## config.mk

```make
export PLATFORM = sky130hd
export DESIGN_NAME = mem_access_stage
export DESIGN_NICKNAME = d
export VERILOG_FILES = /design/src/rtl/mem_access_stage_pkg.sv /design/src/rtl/mem_access_stage_lane_align.sv /design/src/rtl/mem_access_stage.sv
export SDC_FILE = /design/constraint.sdc
export NUM_CORES = 1
export LEC_CHECK = 0
export ABC_CLOCK_PERIOD_IN_PS = 2100
export CAP_MARGIN = 20
export CELL_PAD_IN_SITES_DETAIL_PLACEMENT = 0
export CELL_PAD_IN_SITES_GLOBAL_PLACEMENT = 1
export CORE_MARGIN = 2
export CORE_UTILIZATION = 36
export CTS_BUF_LIST = sky130_fd_sc_hd__clkbuf_8
export CTS_CLUSTER_DIAMETER = 80
export DETAILED_ROUTE_END_ITERATION = 8
export PLACE_DENSITY = 0.88
export SYNTH_ARGS = -nofsm -noshare
export SYNTH_HDL_FRONTEND = slang
export SYNTH_SLANG_ARGS = --single-unit
```

## constraint.sdc

```tcl
create_clock -name clk_i -period 2.1 [get_ports clk_i]
set_clock_uncertainty 0.1 [all_clocks]
set_input_delay 0.525 -clock clk_i [delete_from_list [all_inputs] [get_ports clk_i]]
set_output_delay 0.525 -clock clk_i [all_outputs]
set_load 0.01 [all_outputs]
```

## src/rtl/mem_access_stage_pkg.sv

```systemverilog
// Shared data-memory definitions for the MEM stage.
// - access size codes (funct3[1:0]); funct3[2] selects zero extension on loads
// - FSM state encoding for the memory handshake
// - latched request record and the alignment rule
package mem_access_stage_pkg;

  localparam logic [1:0] SZ_BYTE = 2'b00;
  localparam logic [1:0] SZ_HALF = 2'b01;
  // 2'b10 and 2'b11 both decode as word

  typedef enum logic [1:0] {
    ST_IDLE = 2'd0,
    ST_BUSY = 2'd1,
    ST_DONE = 2'd2
  } state_e;

  typedef struct packed {
    logic        we;
    logic [2:0]  funct3;
    logic [31:0] addr;    // word aligned
    logic [1:0]  off;     // byte offset inside the word
    logic [3:0]  be;
    logic [31:0] wdata;
  } dmem_req_t;

  function automatic logic is_misaligned(input logic [1:0] size, input logic [1:0] off);
    case (size)
      SZ_BYTE: is_misaligned = 1'b0;
      SZ_HALF: is_misaligned = off[0];
      default: is_misaligned = (off != 2'b00);
    endcase
  endfunction

endpackage

```

## src/rtl/mem_access_stage_lane_align.sv

```systemverilog
// lane_align: combinational byte-lane steering for the MEM stage.
// Ports:
//   i_st_size/i_st_off/i_st_data -> o_st_be/o_st_wdata : store byte enables and
//                                    lane-replicated store data
//   i_ld_funct3/i_ld_off/i_ld_rdata -> o_ld_data      : extracted, extended load data
module lane_align
  import mem_access_stage_pkg::*;
(
  input  logic [1:0]  i_st_size,
  input  logic [1:0]  i_st_off,
  input  logic [31:0] i_st_data,
  output logic [3:0]  o_st_be,
  output logic [31:0] o_st_wdata,
  input  logic [2:0]  i_ld_funct3,
  input  logic [1:0]  i_ld_off,
  input  logic [31:0] i_ld_rdata,
  output logic [31:0] o_ld_data
);

  logic [31:0] w_shift;
  logic [15:0] w_half;
  logic        w_zext;

  always_comb begin
    o_st_be    = 4'b1111;
    o_st_wdata = i_st_data;
    case (i_st_size)
      SZ_BYTE: begin
        o_st_be    = 4'b0001 << i_st_off;
        o_st_wdata = {4{i_st_data[7:0]}};
      end
      SZ_HALF: begin
        o_st_be    = i_st_off[1] ? 4'b1100 : 4'b0011;
        o_st_wdata = {2{i_st_data[15:0]}};
      end
      default: ;
    endcase
  end

  assign w_shift = i_ld_rdata >> {i_ld_off, 3'b000};
  assign w_half  = i_ld_off[1] ? i_ld_rdata[31:16] : i_ld_rdata[15:0];
  assign w_zext  = i_ld_funct3[2];

  always_comb begin
    o_ld_data = i_ld_rdata;
    case (i_ld_funct3[1:0])
      SZ_BYTE: o_ld_data = {{24{~w_zext & w_shift[7]}}, w_shift[7:0]};
      SZ_HALF: o_ld_data = {{16{~w_zext & w_half[15]}}, w_half};
      default: ;
    endcase
  end

endmodule

```

## src/rtl/mem_access_stage.sv

```systemverilog
// mem_access_stage: MEM stage between EX_MEM and MEM_WB.
// Issues one req/ack data-memory access per load/store, stalling the pipeline
// until it completes (IDLE -> BUSY -> DONE -> IDLE).
// Ports:
//   clk_i, rst_i (async, active low)
//   valid_i, mem_read_i, mem_write_i, funct3_i, addr_i, wdata_i : from EX_MEM
//   stall_o, read_data_o, misalign_o, bus_err_o                  : to pipeline / MEM_WB
//   dmem_req_o, dmem_we_o, dmem_addr_o, dmem_wdata_o, dmem_be_o,
//   dmem_ack_i, dmem_rdata_i                                     : data memory bus
module mem_access_stage
  import mem_access_stage_pkg::*;
#(
  parameter int unsigned MAX_WAIT = 255
) (
  input  logic        clk_i,
  input  logic        rst_i,
  input  logic        valid_i,
  input  logic        mem_read_i,
  input  logic        mem_write_i,
  input  logic [2:0]  funct3_i,
  input  logic [31:0] addr_i,
  input  logic [31:0] wdata_i,
  output logic        stall_o,
  output logic [31:0] read_data_o,
  output logic        misalign_o,
  output logic        bus_err_o,
  output logic        dmem_req_o,
  output logic        dmem_we_o,
  output logic [31:0] dmem_addr_o,
  output logic [31:0] dmem_wdata_o,
  output logic [3:0]  dmem_be_o,
  input  logic        dmem_ack_i,
  input  logic [31:0] dmem_rdata_i
);

  localparam logic [7:0] LP_MAX = 8'(MAX_WAIT);

  state_e      r_state, w_next;
  dmem_req_t   r_lat;
  logic        r_req;
  logic        r_err;
  logic [31:0] r_rdata;
  logic [7:0]  r_cnt;

  logic        w_memop, w_mis, w_access;
  logic [7:0]  w_cnt_inc;
  logic        w_timeout;
  logic [3:0]  w_st_be;
  logic [31:0] w_st_wdata, w_ld_data;

  assign w_memop   = valid_i & (mem_read_i | mem_write_i);
  assign w_mis     = w_memop & is_misaligned(funct3_i[1:0], addr_i[1:0]);
  assign w_access  = w_memop & ~w_mis;
  // counter holds completed BUSY cycles; this cycle is number w_cnt_inc
  assign w_cnt_inc = r_cnt + 8'd1;
  assign w_timeout = (w_cnt_inc == LP_MAX);

  lane_align u_lane (
    .i_st_size   (funct3_i[1:0]),
    .i_st_off    (addr_i[1:0]),
    .i_st_data   (wdata_i),
    .o_st_be     (w_st_be),
    .o_st_wdata  (w_st_wdata),
    .i_ld_funct3 (r_lat.funct3),
    .i_ld_off    (r_lat.off),
    .i_ld_rdata  (dmem_rdata_i),
    .o_ld_data   (w_ld_data)
  );

  // state register
  always_ff @(posedge clk_i or negedge rst_i) begin
    if (!rst_i) r_state <= ST_IDLE;
    else        r_state <= w_next;
  end

  // next state
  always_comb begin
    w_next = r_state;
    case (r_state)
      ST_IDLE: if (w_access) w_next = ST_BUSY;
      ST_BUSY: if (dmem_ack_i || w_timeout) w_next = ST_DONE;
      ST_DONE: w_next = ST_IDLE;
      default: w_next = ST_IDLE;
    endcase
  end

  // FSM outputs
  always_comb begin
    stall_o = 1'b0;
    case (r_state)
      ST_IDLE: stall_o = w_access;
      ST_BUSY: stall_o = 1'b1;
      default: stall_o = 1'b0;
    endcase
  end

  // request latch, wait counter, load result
  always_ff @(posedge clk_i or negedge rst_i) begin
    if (!rst_i) begin
      r_lat   <= '0;
      r_req   <= 1'b0;
      r_err   <= 1'b0;
      r_rdata <= '0;
      r_cnt   <= '0;
    end else begin
      case (r_state)
        ST_IDLE: begin
          if (w_access) begin
            r_lat.we     <= mem_write_i;   // read+write together counts as a store
            r_lat.funct3 <= funct3_i;
            r_lat.addr   <= {addr_i[31:2], 2'b00};
            r_lat.off    <= addr_i[1:0];
            r_lat.be     <= w_st_be;
            r_lat.wdata  <= w_st_wdata;
            r_req        <= 1'b1;
            r_cnt        <= '0;
          end else if (w_mis) begin
            r_rdata <= '0;
          end
        end
        ST_BUSY: begin
          r_cnt <= w_cnt_inc;
          if (dmem_ack_i) begin            // ack beats a same-cycle timeout
            r_req <= 1'b0;
            if (!r_lat.we) r_rdata <= w_ld_data;
          end else if (w_timeout) begin
            r_req   <= 1'b0;
            r_err   <= 1'b1;
            r_rdata <= '0;
          end
        end
        default: ;
      endcase
    end
  end

  assign misalign_o   = w_mis;
  assign bus_err_o    = r_err;
  assign read_data_o  = r_rdata;
  assign dmem_req_o   = r_req;
  assign dmem_we_o    = r_lat.we;
  assign dmem_addr_o  = r_lat.addr;
  assign dmem_wdata_o = r_lat.wdata;
  assign dmem_be_o    = r_lat.be;

endmodule
```

## After elaboration in Yosys (flattened, before gate mapping)

Index checks and enable logic that the tools add are counted.

| word-level totals | value |
|---|---|
| flip-flop bits (word level) | 116 |
| input port bits | 105 |
| output and inout port bits | 105 |
| logic and storage cells | 67 |

| cells by class | value |
|---|---|
| $add $sub $neg | 1 |
| equality and inequality tests | 10 |
| shifts and indexed selects | 2 |
| mux-type cells | 22 |
| bitwise operators | 9 |
| reduce and logical (&&, ||, !) cells | 12 |

Operators with widths:

| cell | count |
|---|---|
| one-hot mux 32 bit (2 select lines) | 3 |
| 2-to-1 mux 32 bit | 5 |
| >> shifter 32 x 5 -> 8 bit | 1 |
| 2-to-1 mux 16 bit | 1 |
| one-hot mux 8 bit (2 select lines) | 1 |
| adder 8 x 1 -> 8 bit (second input constant) | 1 |
| equality test 8 bit (second input constant) | 1 |
| 2-to-1 mux 8 bit | 1 |
| inequality test 2 bit (second input constant) | 4 |
| one-hot mux 4 bit (2 select lines) | 1 |
| equality test 2 x 1 -> 1 bit (second input constant) | 3 |
| zero test 2 bit | 3 |
| inequality test 3 bit (second input constant) | 2 |
| one-hot mux 1 bit (2 select lines) | 3 |
| AND reduction 2 bit | 3 |
| AND reduction 3 bit | 2 |
| AND 1 bit | 5 |
| AND reduction 5 bit | 1 |
| 2-to-1 mux 2 bit | 2 |
| 2-to-1 mux 4 bit | 1 |
| one-hot mux 2 bit (2 select lines) | 1 |
| nonzero test 2 bit | 2 |
| left shift 1 x 2 -> 4 bit (first input constant) | 1 |
| 2-to-1 mux 1 bit | 3 |
| other kinds (3) | 5 |

## Depth between registers and ports, before layout

Gate-level depths: netlist (run 1).

| logic depth | value |
|---|---|
| depth in word-level cells | 7 |
| depth in mapped cells | 7 |
| mapped depth without buffers | 5 |

## Hierarchy

A second synthesis (run 1) with hierarchy kept.

| unflattened totals | value |
|---|---|
| cells, all modules | 600 |
| area total of the unflattened synthesis | 6,718.9 um^2 |

Modules (own cells, without submodules):

| module | instances | cells an instance | area an instance (um^2) | seq. area each (um^2) |
|---|---|---|---|---|
| mem_access_stage | 1 | 436 | 5,526.6 | 2,902.8 |
| lane_align | 1 | 164 | 1,192.4 | 0.0 |

## Worst setup path after synthesis (run 1)

OpenSTA, ideal clock, no wires.

| timing path | value |
|---|---|
| path type | input port to output port |
| from | input funct3_i[1] |
| to | output stall_o |
| arrival | 1.417 ns |
| data required time | 1.475 ns |
| slack | 0.058 ns |
| cell stages on the path | 4 |
| buffers on the path | 1 |
| cells stage by stage | clkbuf_1 o21ai_1 a41oi_1 inv_1 |

| between the ends | value |
|---|---|
| cells in the longest elaborated chain, start to end | 6 |
| elaborated cells on any way between the ends | 7 |
| classes of those cells | eq/ne: 1; mux: 2; bitwise: 3; reduce/logical: 1 |

RTL lines:

| item | RTL line | RTL |
|---|---|---|
| start, declared | mem_access_stage.sv:20 | `input logic [2:0] funct3_i,` |
| equality test 2 x 1 -> 1 bit / zero test 2 bit (equally long branches) | mem_access_stage_pkg.sv:27 | `case (size)` |
| one-hot mux 1 bit (2 select lines) (*) | mem_access_stage_pkg.sv:27 |  |
| AND 1 bit (*) | mem_access_stage.sv:52 | `assign w_mis = w_memop & is_misaligned(funct3_i[1:0], addr_i[1:0]);` |
| inverter 1 bit (*) | mem_access_stage.sv:53 | `assign w_access = w_memop & ~w_mis;` |
| AND 1 bit (*) | mem_access_stage.sv:53 |  |
| one-hot mux 1 bit (2 select lines) (*) | mem_access_stage.sv:90 | `case (r_state)` |
| end, declared | mem_access_stage.sv:23 | `output logic stall_o,` |

Mark *: on every way between the ends. The rest lies on a longest branch, timed or not.

## Worst setup path after layout (run 1)

| timing path | value |
|---|---|
| from | input dmem_rdata_i[23] |
| to | register r_rdata[30], in the netlist read_data_o[30] |

| between the ends | value |
|---|---|
| cells in the longest elaborated chain, start to end | 6 |

RTL lines:

| item | RTL line | RTL |
|---|---|---|
| start, declared | mem_access_stage.sv:33 | `input logic [31:0] dmem_rdata_i` |
| >> shifter 32 x 5 -> 8 bit | mem_access_stage_lane_align.sv:40 | `assign w_shift = i_ld_rdata >> {i_ld_off, 3'b000};` |
| AND 1 bit | mem_access_stage_lane_align.sv:47 | `SZ_BYTE: o_ld_data = {{24{~w_zext & w_shift[7]}}, w_shift[7:0]};` |
| one-hot mux 32 bit (2 select lines) | mem_access_stage_lane_align.sv:46 | `case (i_ld_funct3[1:0])` |
| 2-to-1 mux 32 bit | mem_access_stage.sv:125 | `if (!r_lat.we) r_rdata <= w_ld_data;` |
| 2-to-1 mux 32 bit | mem_access_stage.sv:123 | `if (dmem_ack_i) begin` |
| one-hot mux 32 bit (2 select lines) | mem_access_stage.sv:106 | `case (r_state)` |
| end signal, assigned | mem_access_stage.sv:125 |  |
| end, declared | mem_access_stage.sv:42 | `logic [31:0] r_rdata;` |

Every way passes these cells. The select of a mux whose other input is x is not followed.
A chain may end at the register's enable or synchronous reset.

==> results.toml, run 1 <==
[logic_synthesis]
synth.distinct_cells = 52
syn_avg_cell_area_sq_um = 9.97
synthTopCellsByArea = "dfrtp_1 45%, buf_4 7.9%, mux2_2 7.5%"
ys_top_cells_by_count = "116 x dfrtp_1, 81 x nand2_1, 81 x o21ai_0"
ys_ff_latch = 116
synth_top_area_share_pct = 45.1
async_flop_share_pct = 100
yosys_warnings = 0
syn_inst = 646
synth_top_area_cell = "dfrtp_1"
seq_area_frac_synth_pct = 45.1
synth_edf_count = 0
synth_ff_type = "dfrtp_1"
syn_area_sq_um = 6440
synth_most_common_cell = "dfrtp_1"

[cts]
cts-root-buf = "clkbuf_8"
cts_made_buffers = 17
cts_max_level = 4
cts.sinks = 116
cts_tree = "built"
clock_path_buffers = 2
clock_latency_ns = 0.44
clkSlewWorstSetupHoldPaths_ns = 0.07

[drt]
route.detailed.drc = 0
drt_pre_antenna_iters = 5
post_drt_wl_per_cell_microns = 17.1
route.vias.total = 5359
via_per_inst = 5.11
antenna_left = 0
drt_wl_total_microns = 18000
drtIter0Drc = 337

[timing]
timing.fmax_mhz = 482
fin_crit_sh_pct = 98.7
rsz0062_at_grt = "yes"
finalSetupTns_ns = 0
slew_headroom_pct = 52.2
worstMarginPinSlew_ns = 0.717
hold_viol_final = 0
min_period_ns = 2.07
setup_violations = 0
maxSlewViolCount = 0
timing.hold.ws_ns = 0.0466

[run_status]
status = "finished, final reports clean"

[setup_path]
crit_path_end_kind = "register"
criticalPathCategory = "input port to register"
cp.required_ns = 2.32
crit_slowest_cell = "mux4_2"
cp_max_fo = 16
crit_chain = "clkdlybuf4s50_1 -> or2_2 -> mux4_2 -> a22oi_1 -> o211ai_1"
slowest_delay_ns = 0.66
crit_path_start_kind = "input port"
arrival_ns = 2.29

[placed_design]
place_congestion = 0.851
io_buffers = 207
dpl_cell_area_sq_um = 8560
dp.final_hpwl_microns = 12700

[finish]
area_growth_pct = 39.8
nets = 920
final_area_sq_um = 9000
drive_above_1_share_pct = 18.2
diodes = 0
fillers = 1577

[power]
p_per_area_nw_per_um2 = 1040
power_uw = 9380
vdd_drop_max_uv = 543
p_leak_uw = 0.00376

[hold_path]
hold_path_class = "input port to asynchronous set/reset pin"

[floorplan]
ios = 210
die_y_microns = 138
start_util_pct = 37.0
die-area_sq_um = 19000
die_x_microns = 138
rows = 48
core-area_sq_um = 17400

[grt]
grt_pass1_vias = 5108
grt_max_degree = 117
antenna_found_initial = 0
gr-total-overflow = 0
track_usage_pct = 19.1
grt_pass1_wl_microns = 27900

[run]
maxCapViolations = 0
state kept, by name, summed over array words and instances (netlist names):
name	cells
bus_err_o	1
r_state	2
dmem_be_o	4
r_lat	5
dmem_addr_o	30
dmem_req_o	1
read_data_o	32
dmem_we_o	1
dmem_wdata_o	32
r_cnt	8
worst paths after layout:
path	from	to	slack, ns	cells after the start
worst max-delay path	dmem_rdata_i[23]	read_data_o[30]$_DFFE_PN0P_	0.03	5
worst min-delay path	rst_i	read_data_o[16]$_DFFE_PN0P_	0.05	2
worst max register to register	r_cnt[1]$_DFFE_PN0P_	read_data_o[5]$_DFFE_PN0P_	0.13	5
worst min register to register	bus_err_o$_DFFE_PN0P_	bus_err_o$_DFFE_PN0P_	0.36	1
max in group asynchronous	rst_i	dmem_addr_o[25]$_DFFE_PN0P_	1.31	2
min in group clk_i	bus_err_o$_DFFE_PN0P_	bus_err_o$_DFFE_PN0P_	0.36	1
repair_timing:
| action | CTS | global route |
|---|---|---|
| resized for setup | 17 | 7 |
| pin swaps | 3 | 1 |
| endpoints found under the setup margin | 3 | 7 |
| setup buffers | 1 | 0 |
| hold buffers | 0 | 0 |
metrics by stage:
step	worst slack, ns	utilization, %	instances
after floorplan	0.0577	-	647
after global placement	-0.600	49.1	1019
after detailed placement	-0.610	49.1	1019
after CTS	0.00471	51.5	1049
after global routing	-0.0130	51.7	1049
final	0.0272	51.7	1049
area by class of cell:
cell class | instances | area [sq um] | area share (%)
clock buffers | 22 | 303 | 3.36
multi-input cells | 410 | 2820 | 31.4
repair buffers | 260 | 2530 | 28.2
flip-flops and latches | 116 | 2900 | 32.3
well taps | 225 | 282 | 3.13
inverters | 8 | 30.0 | 0.334
clock inverters | 8 | 124 | 1.38
power breakdown:
group / internal [uW] / switching [uW] / leakage, uW
Combinational: 2100 / 1580 / 0.00209
Sequential: 2940 / 508 / 0.00146
Clock: 1320 / 939 / 0.000213
Total: 6360 / 3020 / 0.00376
critical path: cells and delay by family:
family | cells | cell delay [ns]
AOI/OAI and AO/OA | 2 | 0.36
buffers and inverters | 1 | 0.46
muxes | 1 | 0.66
and+or+nand+nor | 1 | 0.29
layout by cell type, fill, tap and decap left out, types with 3 or more instances in the layout:
master | synthesis | final
dfrtp_1 | 116 | 116
clkbuf_8 | 0 | 22
nand3b_1 | 6 | 6
inv_1 | 8 | 8
nand4_1 | 3 | 3
o21ai_0 | 81 | 81
o2111ai_1 | 3 | 3
mux2i_1 | 39 | 39
clkdlybuf4s50_1 | 0 | 194
buf_4 | 68 | 47
a21oi_1 | 14 | 14
buf_12 | 0 | 6
bufinv_16 | 0 | 3
dlymetal6s2s_1 | 0 | 3
nor2b_1 | 9 | 8
o211ai_1 | 32 | 32
o221ai_1 | 7 | 7
o311ai_0 | 5 | 5
mux2_2 | 43 | 43
nand2_1 | 81 | 81
or2_2 | 3 | 3
nor2_1 | 24 | 23
a22oi_1 | 16 | 14
nor3b_1 | 4 | 4
dlygate4sd2_1 | 0 | 7
nand2b_1 | 3 | 3
per-layer routing:
metal	wire (microns)	part of all wire [%]	global-route usage (%)	vias up
met5	0	0	0	-
met4	221	1.2	5.44	0
met3	1650	9.2	7.17	17
met2	8040	45	28.2	223
met1	8070	45	26.3	2549
li1	-	-	-	2570
cells by family (layout without fill, tap and decap cells):
logic type,Yosys count,in the layout,share of synthesized area (%)
AOI/OAI and AO/OA,177,177,18.0
xor gates and xnor gates,1,1,0.136
adders and majority gates,2,2,0.389
buffers and inverters,121,298,11.6
DFF,116,116,45.1
muxes,84,84,14.3
other,1,2,0.0582
and+or+nand+nor,144,144,10.4
(Power assumes the default switching activity.)
==> run 2, diff against run 1 <==
--- a/config.mk
+++ b/config.mk
@@ -14,6 +14,7 @@
 export CTS_BUF_LIST = sky130_fd_sc_hd__clkbuf_8
 export CTS_CLUSTER_DIAMETER = 80
 export DETAILED_ROUTE_END_ITERATION = 8
+export GPL_TIMING_DRIVEN = 0
 export PLACE_DENSITY = 0.88
 export SYNTH_ARGS = -nofsm -noshare
 export SYNTH_HDL_FRONTEND = slang
==> results.toml, run 2 (synthesized netlist as in run 1, its figures left out) <==
[grt]
grt_pass1_wl_microns = 30000
antenna_found_initial = 0
track_usage_pct = 20.6
grt_max_degree = 74
gr-total-overflow = 0
grt_pass1_vias = 5818

[finish]
diodes = 0
area_growth_pct = 48.1
final_area_sq_um = 9530
final_cell_mix = "142 x clkdlybuf4s50_1, 112 x dfrtp_1, 81 x nand2_1, 81 x o21ai_0, 77 x buf_4"
final_common_cell = "clkdlybuf4s50_1"
fillers = 1575
drive_above_1_share_pct = 24.2
nets = 990

[floorplan]
die-area_sq_um = 19000
die_y_microns = 138
rows = 48
core-area_sq_um = 17400
die_x_microns = 138
ios = 210
start_util_pct = 37.0

[drt]
met3_length_microns = 2080
antenna_left = 0
drtIter0Drc = 329
drt_wl_total_microns = 19500
wl_met2_microns = 9060
dr.max_layer_used = "met4"
drt_pre_antenna_iters = 5
met1_length_microns = 8000
route.vias.total = 5773
route.detailed.drc = 0
via_per_inst = 5.15
post_drt_wl_per_cell_microns = 17.4

[timing]
maxSlewViolCount = 0
fin_crit_sh_pct = 99.5
min_period_ns = 2.09
timing.fmax_mhz = 479
hold_viol_final = 0
slew_headroom_pct = 35.6
setup_violations = 0
worstMarginPinSlew_ns = 0.962

[placed_design]
io_buffers = 205
place_congestion = 0.843
dp.final_hpwl_microns = 14200
dpl_cell_area_sq_um = 8800

[power]
p_per_area_nw_per_um2 = 1030
p_leak_uw = 0.00448
vdd_drop_max_uv = 597
power_uw = 9830

[setup_path]
crit_path_start_kind = "input port"
cp_max_fo = 10
arrival_ns = 2.30
cp.required_ns = 2.31
criticalPathCategory = "input port to register"
crit_path_end_kind = "register"

[cts]
cts_made_buffers = 17
cts-root-buf = "clkbuf_8"
clock_path_buffers = 2
cts_max_level = 4
cts_tree = "built"
cts.sinks = 116
clock_latency_ns = 0.43
clkSlewWorstSetupHoldPaths_ns = 0.07

[hold_path]
hold_path_class = "input port to register"

[run_status]
status = "finished, final reports clean"

[run]
maxCapViolations = 0
==> run 2: cell count changes in the layout (fill, tap and decap cells not counted), sizes merged <==
| cell | delta |
|---|---|
| clkinvlp | +1 |
| clkdlybuf4s50 | -52 |
| buf | +38 |
| dlygate4sd3 | +1 |
| dlymetal6s2s | +41 |
| dlygate4sd2 | +7 |
| clkinv | +1 |
| clkbuf | +34 |
| inv | +1 |
==> run 2: what timing repair did <==
item,CTS,global route
pin swaps,5,1
hold buffers,1,0
hold endpoints to repair,43,0
resized for setup,42,83
setup buffers,5,5
setup endpoints to repair,114,84
==> run 2: path summary, 6_finish.rpt <==
| kind | start | end | slack [ns] | cells past startpoint |
|---|---|---|---|---|
| hold / removal | addr_i[0] | r_lat[36]$_DFFE_PN0P_ | 0.34 | 2 |
| min in group asynchronous | rst_i | read_data_o[21]$_DFFE_PN0P_ | 0.47 | 2 |
| hold reg to reg | dmem_be_o[0]$_DFFE_PN0P_ | dmem_be_o[0]$_DFFE_PN0P_ | 0.38 | 2 |
| setup / recovery | dmem_rdata_i[7] | read_data_o[28]$_DFFE_PN0P_ | 0.01 | 6 |
| max in group asynchronous | rst_i | dmem_we_o$_DFFE_PN0P_ | 0.67 | 3 |
| setup reg to reg | r_lat[70]$_DFFE_PN0P_ | read_data_o[28]$_DFFE_PN0P_ | 0.08 | 5 |
==> run 2: metal layers <==
layer / global-route usage [%] / up-vias
li1: - / 2714
met1: 25.9 / 2781
met2: 32.0 / 252
met3: 8.65 / 26
met4: 6.63 / 0
met5: 0 / -
==> run 2: area by class of cell <==
cell class	instances	area [sq um]	share of cell area (%)
clock inverters	11	149	1.56
inverters	8	30.0	0.315
clock buffers	21	289	3.03
repair buffers	217	2250	23.6
multi-input cells	410	2890	30.3
flip-flops and latches	116	2910	30.5
plain buffers	113	741	7.77
well taps	225	282	2.95
==> run 2: per-stage QoR <==
| stage | worst slack (ns) | hold slack [ns] | TNS (ns) | std cells | util (%) |
|---|---|---|---|---|---|
| finish | 0.0105 | 0.344 | 0 | 1121 | 54.7 |
| global route | -0.00114 | 0.340 | -0.00114 | 1121 | 54.7 |
| CTS | -0.00436 | 0.361 | -0.00436 | 1116 | 53.6 |
| detailed placement | -1.12 | 0.371 | -73.52 | 1078 | 50.6 |
| global placement | -4.41 | 0.340 | -582.65 | 1077 | 50.4 |
| floorplan | 0.0577 | 0.129 | 0 | 647 | - |
==> run 2: critical path: stages <==
cell and delay (ns):
clkdlybuf4s50_1 0.44, or2_2 0.29, mux4_2 0.49, clkbuf_4 0.22, a22oi_1 0.22, o211ai_1 0.11
==> run 2: where the power goes <==
group	leakage [uW]	switching (uW)	internal, uW
Sequential	0.00145	490	2940
Clock	0.000214	984	1300
Combinational	0.00281	1720	2390
==> edit 1, RTL diff (settings of run 1) <==
Set the parameter `MAX_WAIT` to 191 (it was 255).
--- a/src/rtl/mem_access_stage.sv
+++ b/src/rtl/mem_access_stage.sv
@@ -10,7 +10,7 @@
 module mem_access_stage
   import mem_access_stage_pkg::*;
 #(
-  parameter int unsigned MAX_WAIT = 255
+  parameter int unsigned MAX_WAIT = 191
 ) (
   input  logic        clk_i,
   input  logic        rst_i,
Check against the original RTL: same outputs for any inputs over 4 cycles, from zero or initial values and one cycle with rst_i low; that may be too few to reach the edited logic, so the function may still have changed.
==> edit 1 against run 1 <==
The run now ends with setup timing left. Sequential cell count stayed put. Clock power decreased by 5%. Sequential share of layout area increased by 0.054 points. Area after synthesis shrank 4.9%. Global-route usage up 0.58 points. Worst setup slack got worse by 0.26 ns. Routed wire length is 3.5% lower. First-iteration DRC count down 14%. Total power increased by 4.0%. Sequential power hardly changed. Die area shrank 4.8%. Largest power group unchanged. Combinational power grew 13%. Register-to-register slack lost 0.36 ns. Design area is 0.13% lower.
==> edit 1: results (changes against run 1) <==
| Metric | Value |
|---|---|
| Delay-heaviest family, CP | `simple AND/OR/NAND/NOR gates` |
| Multi-input logic cell count | `347 (-15%)` |
| GR Layer Usage met2 | `32.1% (+3.9 points)` |
| Synth top cells by count | `dfrtp_1 (116), nand2_1 (69), buf_4 (68), o21ai_0 (59), mux2_2 (44)` |
| Max VDD drop | `0.541 mV (-0.20%)` |
| Share of layout cells above drive strength 1 | `25.4% (+7.2 points)` |
| Setup ws final | `-0.232 ns (-0.259 ns)` |
| First-pass GRT wire length | `27,500 microns (-1.2%)` |
| # clk buffers | `20 (-9.1%)` |
| Sequential share of the synthesized area | `47.4% (+2.3 points)` |
| Sequential share of cell area | `32.3% (+0.054 points)` |
| Signal inverters | `16 (+8)` |
| Largest cells by area after synthesis | `dfrtp_1 (47%), buf_4 (8.3%), mux2_2 (8.1%)` |
| Multi-input gate area | `2610 sq um (-7.6%)` |
| Overall Global Routing Usage | `19.7% (+0.58 points)` |
| Grt met3 use | `6.42% (-0.75 points)` |
| Setup Fix Bufs, Post-CTS | `16 (+15)` |
| Area post-placement | `8280 sq um (-3.2%)` |
| Vias in the first global route | `5,130 (+0.43%)` |
| Area delta synth->final | `46.9%` |
| TritonRoute pass-1 iters | `4 (-1)` |
| Final setup viols | `33 (+33)` |
| Post-route insts no fill | `1,006 (-4.1%)` |
| Final WL | `17,300 microns (-3.5%)` |
| CP max stage cell | `dfrtp_1` |
| Multiplexer share of the synthesized area | `19.7% (+5.4 points)` |
| Violated checks | `setup timing` |
| Synth Area in Compound Gates | `11.6% (-6.4 points)` |
| Leakage | `3.97 nW (+5.6%)` |
| CTS HTree Levels | `4 (unchanged)` |
| Critical Path Sink | `read_data_o[7]$_DFFE_PN0P_` |
| Crit path max fanout | `8 (-8)` |
| Status | `complete, but fails checks` |
| Xor and xnor area share after synthesis | `0.838% (+0.70 points)` |
| GPL Wtd Cong | `0.891 (+4.7%)` |
| Post_cts resized | `40 (+23)` |
| CP arrival | `2.55 ns (+0.26 ns)` |
| First-iteration detailed-routing DRC count | `289 (-14%)` |
| FFs & Latches | `116 (unchanged)` |
| Layout clock area frac | `4.54% (-0.20 points)` |
| FILL cells | `1,414 (-10%)` |
| CP Launch Type | `register` |
| Main synth FF type | `dfrtp_1` |
| Buffers, non-clock | `277 (+6.5%)` |
| Yosys cell types | `45 (-13%)` |
| M1 GR Usage | `24.6% (-1.7 points)` |
| Maximum number of pins on one net before global-route repair | `39 (-67%)` |
| Adder-cell share of the synthesized area | `0.409% (+0.020 points)` |
| Dpl cells | `956 (-6.2%)` |
| CP peak stage delay | `0.40 ns (-0.26 ns)` |
| Via/cell ratio | `4.91 (-4.0%)` |
| Detail Placement HPWL | `12,600 microns (-0.71%)` |
| Depth of the most critical reg-to-reg path | `9 (+4)` |
| Final net count | `882 (-4.1%)` |
| Hold_buf cts | `1 (+1)` |
| Hold Path Class | `register to register` |
| Mapped Cells | `576 (-11%)` |
| Buffering overhead | `30.4% (+2.2 points)` |
[edit 1: changes by cell type after synthesis, sizes merged, moves of 12 or more]
cell,run 1,this run
clkbuf,33,21
nand2,81,69
o211ai,33,0
a21oi,14,29
o21ai,82,60
mux2,43,69
[edit 1: stage by stage]
stage	total power, mW	setup TNS [ns]	hold slack, ns	setup WS [ns]
finish	9.75	-6.19	0.379	-0.232
global route	10.3	-8.72	0.399	-0.305
CTS	9.81	-4.94	0.376	-0.183
detailed placement	7.37	-43.21	0.369	-0.793
global placement	7.26	-40.97	0.359	-0.765
floorplan	5.84	-6.80	0.129	-0.259
[edit 1: power breakdown]
part           internal [mW]  total (mW)  switching [mW]
registers               2.95        3.46           0.508
clock network           1.25        2.15           0.905
logic                   2.39        4.14            1.75
[edit 1: per-layer routing]
metal	wire, microns	vias to the layer above
li1	-	2321
met1	7110	2358
met2	8300	228
met3	1590	29
met4	355	0
met5	0	-
==> edit 2, RTL diff (settings of run 1) <==
Made on the original files. The 3 states of `state_e` get a one-hot encoding in 3 bits.
--- a/src/rtl/mem_access_stage_pkg.sv
+++ b/src/rtl/mem_access_stage_pkg.sv
@@ -8,10 +8,10 @@
   localparam logic [1:0] SZ_HALF = 2'b01;
   // 2'b10 and 2'b11 both decode as word
 
-  typedef enum logic [1:0] {
-    ST_IDLE = 2'd0,
-    ST_BUSY = 2'd1,
-    ST_DONE = 2'd2
+  typedef enum logic [2:0] {
+    ST_IDLE = 3'b001,
+    ST_BUSY = 3'b010,
+    ST_DONE = 3'b100
   } state_e;
 
   typedef struct packed {
Behaviour: same outputs for any inputs over 4 cycles, from zero or initial values and one cycle with rst_i low; so few cycles prove little.
==> edit 2 against run 1 <==
Sequential share of layout area is 0.62 points higher. Core utilization is 2.1 points higher. Routed wire length is 9.1% lower. Sequential cell count is 1 higher. Worst setup slack worse by 0.22 ns. Critical path depth stayed put. Design area is 0.96% lower. Largest power group is now sequential cells. Critical endpoint is now stall_o. Via count is 9.9% lower. Combinational power is 30% lower. Area after synthesis is 5.4% lower. Maximum frequency is 9.8% lower. Count of clock-buffer cells in the layout stayed put. The flow now finishes with violations (setup timing). Total power is 19% lower.
==> edit 2: results (changes against run 1) <==
| Metric | Value |
|---|---|
| Metal1 wirelength | `7010 microns (-13%)` |
| Vias in the first global route | `5,118 (+0.20%)` |
| Sequential share of the synthesized area | `48.1% (+3.0 points)` |
| Setup ws final | `-0.197 ns (-0.225 ns)` |
| First-pass GRT wire length | `26,300 microns (-5.5%)` |
| Dpl cells | `957 (-6.1%)` |
| Detail Placement HPWL | `11,900 microns (-6.4%)` |
| Share of layout cells above drive strength 1 | `22.9% (+4.7 points)` |
| Leakage | `3.88 nW (+3.1%)` |
| Hold_buf cts | `1 (+1)` |
| Crit path max fanout | `3 (-13)` |
| Status | `complete, but fails checks` |
| Reg2reg setup slack | `-0.19 ns (-0.32 ns)` |
| Setup Fix Bufs, Post-CTS | `2 (+1)` |
| GPL Wtd Cong | `0.864 (+1.5%)` |
| First-iteration detailed-routing DRC count | `192 (-43%)` |
| Via/cell ratio | `4.84 (-5.2%)` |
| Final net count | `872 (-5.2%)` |
| TritonRoute pass-1 iters | `4 (-1)` |
| Met2 routed WL | `8150 microns (+1.4%)` |
| Synth top cells by count | `dfrtp_1 (116), o21ai_0 (69), buf_4 (68), mux2_2 (51), mux2i_1 (50)` |
| Final setup viols | `33 (+33)` |
| RR Endpoint | `read_data_o[11]$_DFFE_PN0P_` |
| Violated checks | `setup timing` |
| Post-route insts no fill | `997 (-5.0%)` |
[edit 2: power by group through the flow]
stage          combinational [mW]  clock [mW]  sequential, mW
2_1_floorplan                1.59           0            2.91
5_1_grt                      2.78        2.30            2.99
6_report                     2.58        2.12            2.93
4_1_cts                      2.49        2.18            2.93
3_3_place_gp                 2.40           0            2.94
3_5_place_dp                 2.46           0            2.97
[edit 2: worst max-delay path by stage]
stage,start,to
6_report,r_state[0]$_DFFE_PN1P_,stall_o
4_1_cts,r_state[0]$_DFFE_PN1P_,stall_o
3_5_place_dp,addr_i[1],stall_o
2_1_floorplan,r_cnt[1]$_DFFE_PN0P_,read_data_o[10]$_DFFE_PN0P_
3_3_place_gp,addr_i[1],stall_o
5_1_grt,r_state[0]$_DFFE_PN1P_,stall_o
[edit 2: cells by family after synthesis]
family | count (synthesis) | synth area share, %
AO/OA/AOI/OAI | 118 | 11.3
adder cells (fa/ha/maj) | 2 | 0.411
buffers and inverters | 128 | 12.8
flip-flops | 117 | 48.1
multiplexers | 109 | 19.5
other | 1 | 0.0615
AND/OR/NAND/NOR | 101 | 7.80
[edit 2: final cells by class]
class	instances	area, sq um
clock buffers	22	303
clock inverters	9	101
fillers	1441	7670
inverters	30	115
multi-input cells	332	2490
flip-flops and latches	117	2930
well taps	220	275
repair buffers	267	2700
[edit 2: metrics by stage]
step	area (sq um)	utilization [%]	setup WS (ns)	total power, mW	setup TNS (ns)
global placement	8240	49.7	-0.737	5.34	-45.79
floorplan	6120	-	-0.280	4.50	-5.35
detailed placement	8240	49.7	-0.733	5.43	-50.98
global route	8910	53.7	-0.296	8.07	-8.59
CTS	8690	52.4	-0.208	7.60	-9.18
finish	8910	53.7	-0.197	7.63	-4.83
